File: src/rtl/vga_pkg.sv
// ============================================================================
// Module  : vga_pkg
// Brief   : Screen/sprite constants, motion FSM states and the axis-step rule.
// Revision: 1.0 - initial release
// ============================================================================
`default_nettype none

package vga_pkg;

  localparam int unsigned c_SCREEN_W = 640;
  localparam int unsigned c_SCREEN_H = 480;
  localparam int unsigned c_SPRITE_W = 64;
  localparam int unsigned c_SPRITE_H = 32;

  typedef enum logic [1:0] {
    ST_IDLE   = 2'd0,
    ST_MOVE_X = 2'd1,
    ST_MOVE_Y = 2'd2,
    ST_COMMIT = 2'd3
  } motion_state_t;

  typedef logic [1:0] scene_t;

  typedef struct packed {
    logic [9:0] pos;
    logic       dir;
    logic       hit;
  } axis_t;

  // One axis of motion: advance by spd, clamp to [0, max] and reflect on contact.
  function automatic axis_t axis_step(input logic [9:0] pos, input logic dir,
                                      input logic [2:0] spd, input logic [9:0] max);
    logic [10:0] nx;
    axis_t       r;
    r.pos = pos;
    r.dir = dir;
    r.hit = 1'b0;
    nx    = {1'b0, pos} + {8'd0, spd};
    if (dir) begin
      if (nx >= {1'b0, max}) begin
        r.pos = max;
        r.dir = 1'b0;
        r.hit = 1'b1;
      end else begin
        r.pos = nx[9:0];
      end
    end else begin
      if (pos < {7'd0, spd}) begin
        r.pos = '0;
        r.dir = 1'b1;
        r.hit = 1'b1;
      end else begin
        r.pos = pos - {7'd0, spd};
      end
    end
    return r;
  endfunction

endpackage

`default_nettype wire

File: src/rtl/sprite_motion_ctrl.sv
// ============================================================================
// Module  : sprite_motion_ctrl
// Brief   : Per-frame sprite motion sequencer with wall bounce and scene count.
// Revision: 1.0 - initial release
// ============================================================================
`default_nettype none

module sprite_motion_ctrl
  import vga_pkg::*;
#(
  parameter int unsigned SCREEN_W = c_SCREEN_W,
  parameter int unsigned SCREEN_H = c_SCREEN_H,
  parameter int unsigned SPRITE_W = c_SPRITE_W,
  parameter int unsigned SPRITE_H = c_SPRITE_H,
  parameter int unsigned START_X  = 50,
  parameter int unsigned START_Y  = 50
) (
  input  logic       clk,
  input  logic       rst_n,
  input  logic       frame_tick,
  input  logic [1:0] speed,
  input  logic       pause,
  input  logic       step,
  output logic [9:0] pos_x,
  output logic [9:0] pos_y,
  output logic       dir_x,
  output logic       dir_y,
  output logic       bounce,
  output logic       corner,
  output logic [1:0] scene,
  output logic       busy
);

  localparam logic [9:0] c_max_x   = 10'(SCREEN_W - SPRITE_W);
  localparam logic [9:0] c_max_y   = 10'(SCREEN_H - SPRITE_H);
  localparam logic [9:0] c_start_x = 10'(START_X);
  localparam logic [9:0] c_start_y = 10'(START_Y);

  motion_state_t state_q, state_d;

  logic [9:0] sx_q, sx_d, sy_q, sy_d;
  logic       sdir_x_q, sdir_x_d, sdir_y_q, sdir_y_d;
  logic       hit_x_q, hit_x_d, hit_y_q, hit_y_d;
  logic [2:0] spd_q, spd_d;
  logic       step_pend_q, step_pend_d;

  logic [9:0] pos_x_q, pos_x_d, pos_y_q, pos_y_d;
  logic       dir_x_q, dir_x_d, dir_y_q, dir_y_d;
  logic       bounce_q, bounce_d, corner_q, corner_d;
  scene_t     scene_q, scene_d;
  logic       busy_q, busy_d;

  logic  w_accept;
  axis_t w_ax, w_ay;

  assign w_accept = (state_q == ST_IDLE) && frame_tick && (!pause || step_pend_q);
  assign w_ax     = axis_step(sx_q, sdir_x_q, spd_q, c_max_x);
  assign w_ay     = axis_step(sy_q, sdir_y_q, spd_q, c_max_y);

  always_ff @(posedge clk or negedge rst_n) begin
    if (!rst_n) begin
      state_q <= ST_IDLE;
    end else begin
      state_q <= state_d;
    end
  end

  always_comb begin
    state_d = state_q;
    case (state_q)
      ST_IDLE:   if (w_accept) state_d = ST_MOVE_X;
      ST_MOVE_X: state_d = ST_MOVE_Y;
      ST_MOVE_Y: state_d = ST_COMMIT;
      ST_COMMIT: state_d = ST_IDLE;
      default:   state_d = ST_IDLE;
    endcase
  end

  always_comb begin
    sx_d      = sx_q;
    sy_d      = sy_q;
    sdir_x_d  = sdir_x_q;
    sdir_y_d  = sdir_y_q;
    hit_x_d   = hit_x_q;
    hit_y_d   = hit_y_q;
    spd_d     = spd_q;
    pos_x_d   = pos_x_q;
    pos_y_d   = pos_y_q;
    dir_x_d   = dir_x_q;
    dir_y_d   = dir_y_q;
    bounce_d  = 1'b0;
    corner_d  = 1'b0;
    scene_d   = scene_q;
    busy_d    = (state_d != ST_IDLE);

    // A step arriving alongside an accepted tick stays armed for the next one.
    step_pend_d = step_pend_q;
    if (w_accept) step_pend_d = 1'b0;
    if (step)     step_pend_d = 1'b1;

    case (state_q)
      ST_IDLE: begin
        if (w_accept) spd_d = {1'b0, speed} + 3'd1;
      end
      ST_MOVE_X: begin
        sx_d     = w_ax.pos;
        sdir_x_d = w_ax.dir;
        hit_x_d  = w_ax.hit;
      end
      ST_MOVE_Y: begin
        sy_d     = w_ay.pos;
        sdir_y_d = w_ay.dir;
        hit_y_d  = w_ay.hit;
      end
      ST_COMMIT: begin
        pos_x_d  = sx_q;
        pos_y_d  = sy_q;
        dir_x_d  = sdir_x_q;
        dir_y_d  = sdir_y_q;
        bounce_d = hit_x_q | hit_y_q;
        corner_d = hit_x_q & hit_y_q;
        if (hit_x_q | hit_y_q) scene_d = scene_q + 2'd1;
        hit_x_d  = 1'b0;
        hit_y_d  = 1'b0;
      end
      default: ;
    endcase
  end

  always_ff @(posedge clk or negedge rst_n) begin
    if (!rst_n) begin
      sx_q        <= c_start_x;
      sy_q        <= c_start_y;
      sdir_x_q    <= 1'b1;
      sdir_y_q    <= 1'b1;
      hit_x_q     <= 1'b0;
      hit_y_q     <= 1'b0;
      spd_q       <= 3'd1;
      step_pend_q <= 1'b0;
      pos_x_q     <= c_start_x;
      pos_y_q     <= c_start_y;
      dir_x_q     <= 1'b1;
      dir_y_q     <= 1'b1;
      bounce_q    <= 1'b0;
      corner_q    <= 1'b0;
      scene_q     <= '0;
      busy_q      <= 1'b0;
    end else begin
      sx_q        <= sx_d;
      sy_q        <= sy_d;
      sdir_x_q    <= sdir_x_d;
      sdir_y_q    <= sdir_y_d;
      hit_x_q     <= hit_x_d;
      hit_y_q     <= hit_y_d;
      spd_q       <= spd_d;
      step_pend_q <= step_pend_d;
      pos_x_q     <= pos_x_d;
      pos_y_q     <= pos_y_d;
      dir_x_q     <= dir_x_d;
      dir_y_q     <= dir_y_d;
      bounce_q    <= bounce_d;
      corner_q    <= corner_d;
      scene_q     <= scene_d;
      busy_q      <= busy_d;
    end
  end

  assign pos_x  = pos_x_q;
  assign pos_y  = pos_y_q;
  assign dir_x  = dir_x_q;
  assign dir_y  = dir_y_q;
  assign bounce = bounce_q;
  assign corner = corner_q;
  assign scene  = scene_q;
  assign busy   = busy_q;

endmodule

`default_nettype wire

File: config.mk
export PLATFORM = sky130hd
export DESIGN_NAME = sprite_motion_ctrl
export DESIGN_NICKNAME = d
export VERILOG_FILES = /design/src/rtl/vga_pkg.sv /design/src/rtl/sprite_motion_ctrl.sv
export SDC_FILE = /design/constraint.sdc
export NUM_CORES = 1
export LEC_CHECK = 0
export CORE_UTILIZATION = 45
export DETAILED_ROUTE_END_ITERATION = 8
export GPL_TIMING_DRIVEN = 0
export PLACE_DENSITY_LB_ADDON = 0.25
export SLEW_MARGIN = 20
export SYNTH_ARGS = -nofsm -noshare
export SYNTH_HDL_FRONTEND = slang
export SYNTH_SLANG_ARGS = --single-unit
File: constraint.sdc
create_clock -name clk -period 3.45 [get_ports clk]
set_input_delay 0.69 -clock clk [delete_from_list [all_inputs] [get_ports clk]]
set_output_delay 0.69 -clock clk [all_outputs]
set_load 0.02 [all_outputs]
Word level (Yosys, flattened, before mapping)
Index checks and enable logic that the tools add are counted.
W data, S select, Z words.

word-level totals
  flip-flop bits (word level) = 57
  input port bits = 7
  output and inout port bits = 27
  logic and storage cells = 61

operators by class
  add/sub/neg operators = 6
  magnitude comparators = 4
  eq/ne operators = 3
  multiplexer cells = 18
  bitwise gates (word level) = 2
  reduce and logical (&&, ||, !) cells = 11

operator list
  cell                    count
  $mux W10                4
  $mux W12                2
  $add A10 B3 Y11         2
  $lt A10 B3 Y1           2
  $sub A10 B3 Y10         2
  $ge A11 B10 Y1 const B  1
  $ge A11 B9 Y1 const B   1
  $mux W2                 5
  $pmux W2 S4             1
  $reduce_bool A2 Y1      4
  $eq A2 B2 Y1 const B    2
  $mux W1                 4
  $pmux W1 S2             2
  $reduce_and A2 Y1       2
  $add A2 B1 Y3 const B   1
  $add A2 B1 Y2 const B   1
  $eq A2 B1 Y1 const B    1
  $logic_and A1 B1 Y1     2
  $logic_not A2 Y1        1
  $and A1 B1 Y1           1
  $logic_not A1 Y1        1
  $logic_or A1 B1 Y1      1
  $or A1 B1 Y1            1

Logic depth before layout (Yosys ltp)
  depth after elaboration = 6
  gate-level depth with buffers = 9
  depth with buffers taken out = 9

Least setup slack after synthesis
No wires, ideal clock.

  kind = register -> register
  start point = register sx_q[0]
  end point = register sx_q[4]
  setup time = 0.073 ns
  arrival = 2.386 ns
  data required time = 3.377 ns
  setup slack = 0.991 ns
  stages on the path, launching flop included = 9
  buffers on the path = 0
  period minus slack after synthesis = 2.459 ns
  cells stage by stage = dfrtp_1 ha_1 fa_1 nor2b_2 o21a_1 o311a_4 o211ai_4 or3b_1 a21oi_1

between the ends
  word-level cells in the longest chain between the ends = 4
  elaborated cells between the ends (all ways) = 7
  classes of those cells = add/sub (2); order compare (2); mux (3)

RTL lines
  element                 line                       RTL
  from (decl)             sprite_motion_ctrl.sv:41   logic [9:0] sx_q, sx_d, sy_q, sy_d;
  from (signal assigned)  sprite_motion_ctrl.sv:132  sx_q <= c_start_x;
  $add A10 B3 Y11         vga_pkg.sv:38              nx = {1'b0, pos} + {8'd0, spd};
  $ge A11 B10 Y1          vga_pkg.sv:40              if (nx >= {1'b0, max}) begin
  $mux W10                vga_pkg.sv:40
  $mux W12 *              vga_pkg.sv:39              if (dir) begin

Mark *: on every way between the ends. The rest lies on a longest branch, timed or not.
A chain may end at the register's enable or synchronous reset.

Final worst setup path
Same ends and word-level chain as after synthesis.

==> impl_metrics.yaml <==
clock_tree:
  cts_setup_buffers: 0
  cts-hold-fix-buffers: 0
  ctsLongestPathBuffers: 2
  cts_tree: "yes"
  cts.sinks: 57
  cts_buffers: 9
  cts.clk_slew.worst_paths_ns: 0.07
  cts_max_level: 3
  clock-root-buffer: "clkbuf_8"
  clk_latency_ns: 0.34
  cts-resized-gates: 0
synthesis:
  synth_area_per_cell_um2: 9.80
  synth_nets: 399
  synth-edff-count: 0
  synth_cells: 370
  synthTopCellsByArea: "dfrtp_1 28%, dfstp_2 12%, mux2_2 6.8%"
  synth_mux_area_share_pct: 7.38
  syn_area_um2: 3630
  synth-async-reset-ratio_pct: 100
  synth_xor_area_share_pct: 1.41
  yosys.area_share.simple_pct: 17.3
  synth_compound_gate_area_share_pct: 20.5
  synth_top_cell_by_area: "dfrtp_1"
  ys_ff_latch: 57
  synth_top_family_by_area: "compound AO/OA/AOI/OAI gates"
  yosysTopAreaCellShare_pct: 27.6
  yosys_most_used_dff: "dfrtp_1"
  synthAdderAreaFrac_pct: 8.42
  seq_area_frac_synth_pct: 39.9
  yosysWarnings: 0
  ys_types: 73
timing:
  finalClockSkew_ns: 0.0112
  period_share_pct: 86.1
  setup_slack_ns: 0.479
  grt_setup_unrepaired: "no"
  worstMarginPinSlew_ns: 0.753
  slew_headroom_pct: 49.3
  maxSlewViolCount: 0
  max_freq_mhz: 337
  tns_ns: 0
  min_period_ns: 2.97
  setup_viol: 0
  hold_viol: 0
cells_and_area:
  n_antenna_cell: 0
  fillCellCount: 703
  stdcell_count: 522
  drive_gt1_share_pct: 19.0
  nets: 444
  areaGrowthSynthToFinish_pct: 19.1
power_and_ir_drop:
  powerDensity_nw_per_um2: 896
  p_leak_uw: 0.00175
  worst_ir_drop_vdd_mv: 0.423
place:
  pre_cts_ws_ns: 0.588
  port_buffers: 33
  gp_congestion: 0.880
  dpl.hpwl_mm: 6.18
  dpl.cell_count: 506
worst_hold_path:
  hold_class: "input pin to asynchronous set/reset pin"
run:
  maxCapViolCount: 0
global_route:
  grt_max_degree: 46
  grt_pass1_vias: 2867
  grt_pass1_wl_mm: 14.3
  grt-ovfl-total: 0
  antenna_found_initial: 0
  grt_usage_pct: 21.5
route:
  routedWlPerCell_um: 16.1
  met3_length_um: 491
  viasPerCell: 5.82
  vias: 3038
  wl_mm: 8.42
  top_layer: "met4"
  ant_nets: 0
  wl_met2_mm: 3.68
  wl_met1_mm: 4.11
  drt_iter0_drc: 222
  first_pass_iters: 5
  drc: 0
die:
  die_area_um2: 8420
  fp.dieH_um: 91.8
  start_util_pct: 46.7
  fp.dieW_um: 91.8
  io_pins: 34
  rows: 32
  core_area_um2: 7770
critical_path:
  worstPathArrival_ns: 3.24
  worstPathRequired_ns: 3.72
  critPathLaunchType: "flop"
  critical_path.top_delay_family: "compound AO/OA/AOI/OAI gates"
  max_stage_delay_ns: 0.57
  worst-path-buf-inv: 0
  cp_max_fo: 9
  endpoint_kind: "flop"
  critical_path_class: "flop to flop"
  crit_chain: "ha_1, fa_1, nor2b_2, o21ai_0, nand4_2, o211ai_4, or3b_1, a21oi_1"
  critPathSlowestCell: "o21ai_0"
status:
  status: "finished, final reports clean"
## area by class of cell
type / instances / area, um^2 / share of cell area, %
inverters: 20 / 75.1 / 1.74
multi-input cells: 271 / 2000 / 46.2
repair buffers: 34 / 355 / 8.22
flip-flops and latches: 57 / 1450 / 33.5
plain buffers: 22 / 109 / 2.52
clock buffers: 11 / 131 / 3.04
clock inverters: 5 / 80.1 / 1.85
well taps: 102 / 128 / 2.95
## cells by family after synthesis
| group | after synthesis |
|---|---|
| xor gates and xnor gates | 5 |
| and+or+nand+nor | 114 |
| DFF | 57 |
| AOI/OAI and AO/OA | 106 |
| buffers and inverters | 42 |
| muxes | 24 |
| adders and majority gates | 22 |
## cell usage after synthesis (all sizes together) (3+ instances only)
library cell / number
nor3: 11
dfrtp: 40
inv: 18
nand2b: 4
a21oi: 17
xnor2: 3
a21o: 4
or2: 5
and3: 5
nor3b: 4
dfstp: 17
clkbuf: 12
fa: 4
a31oi: 13
or3: 4
o21a: 6
nand3: 5
o211ai: 5
nor2b: 10
a22oi: 4
nand4: 3
buf: 10
o21ai: 30
nor2: 23
nand2: 26
a211oi: 3
mux2: 22
nor4: 7
ha: 18
## layout by cell type, fill, tap and decap left out, drive strengths merged, types with 3 or more instances in the layout
cell type,synthesis,final
a211oi,3,3
a21o,4,4
a21oi,17,17
a22oi,4,4
a31oi,13,13
and3,5,5
buf,10,12
clkbuf,12,23
clkdlybuf4s50,0,32
clkinv,2,3
dfrtp,40,40
dfstp,17,17
fa,4,4
ha,18,18
inv,18,18
mux2,22,22
nand2,26,26
nand2b,4,4
nand3,5,5
nand4,3,3
nor2,23,23
nor2b,10,10
nor3,11,11
nor3b,4,4
nor4,7,7
o211ai,5,5
o21a,6,6
o21ai,30,30
or2,5,5
or3,4,4
xnor2,3,3
## final timing paths
| check | from | endpoint | slack, ns | cells past startpoint |
|---|---|---|---|---|
| min in group clk | step_pend_q | step_pend_q | 0.47 | 1 |
| max in group asynchronous | rst_n | sy_q[1] | 2.72 | 2 |
| setup / recovery | sx_q[0] | sx_q[4] | 0.48 | 8 |
| hold / removal | rst_n | scene[1] | 0.19 | 1 |
| setup reg to reg | sx_q[0] | sx_q[4] | 0.48 | 8 |
| hold reg to reg | step_pend_q | step_pend_q | 0.47 | 1 |
## metrics by stage
step                total power (uW)  hold WS, ns  util [%]  cell area (um^2)
floorplan                       2580        0.394         -              3630
global placement                3120        0.460      52.6              4090
detailed placement              3190        0.466      52.9              4110
CTS                             3880        0.195      55.6              4320
global route                    4180        0.199      55.6              4320
finish                          3870        0.194      55.6              4320
## power by group
part	switching (uW)	internal, uW	leakage (uW)
clock network	274	406	0.0000995
logic	1150	872	0.000988
registers	219	955	0.000660
## sequential cells by signal, summed over array words and instances, names as in the netlist
name,cells
pos_x,10
pos_y,10
sx_q,10
sy_q,10
spd_q,3
scene,2
state_q,2
bounce,1
busy,1
corner,1
dir_x,1
dir_y,1
hit_x_q,1
hit_y_q,1
sdir_x_q,1
sdir_y_q,1
step_pend_q,1
## routing by layer
metal  up-vias  track usage (%)
met5         -                0
met1      1473             31.6
met2       107             31.8
li1       1443                -
met4         0             7.68
met3        15             4.06
No activity file was read; power rests on OpenSTA's default activity.
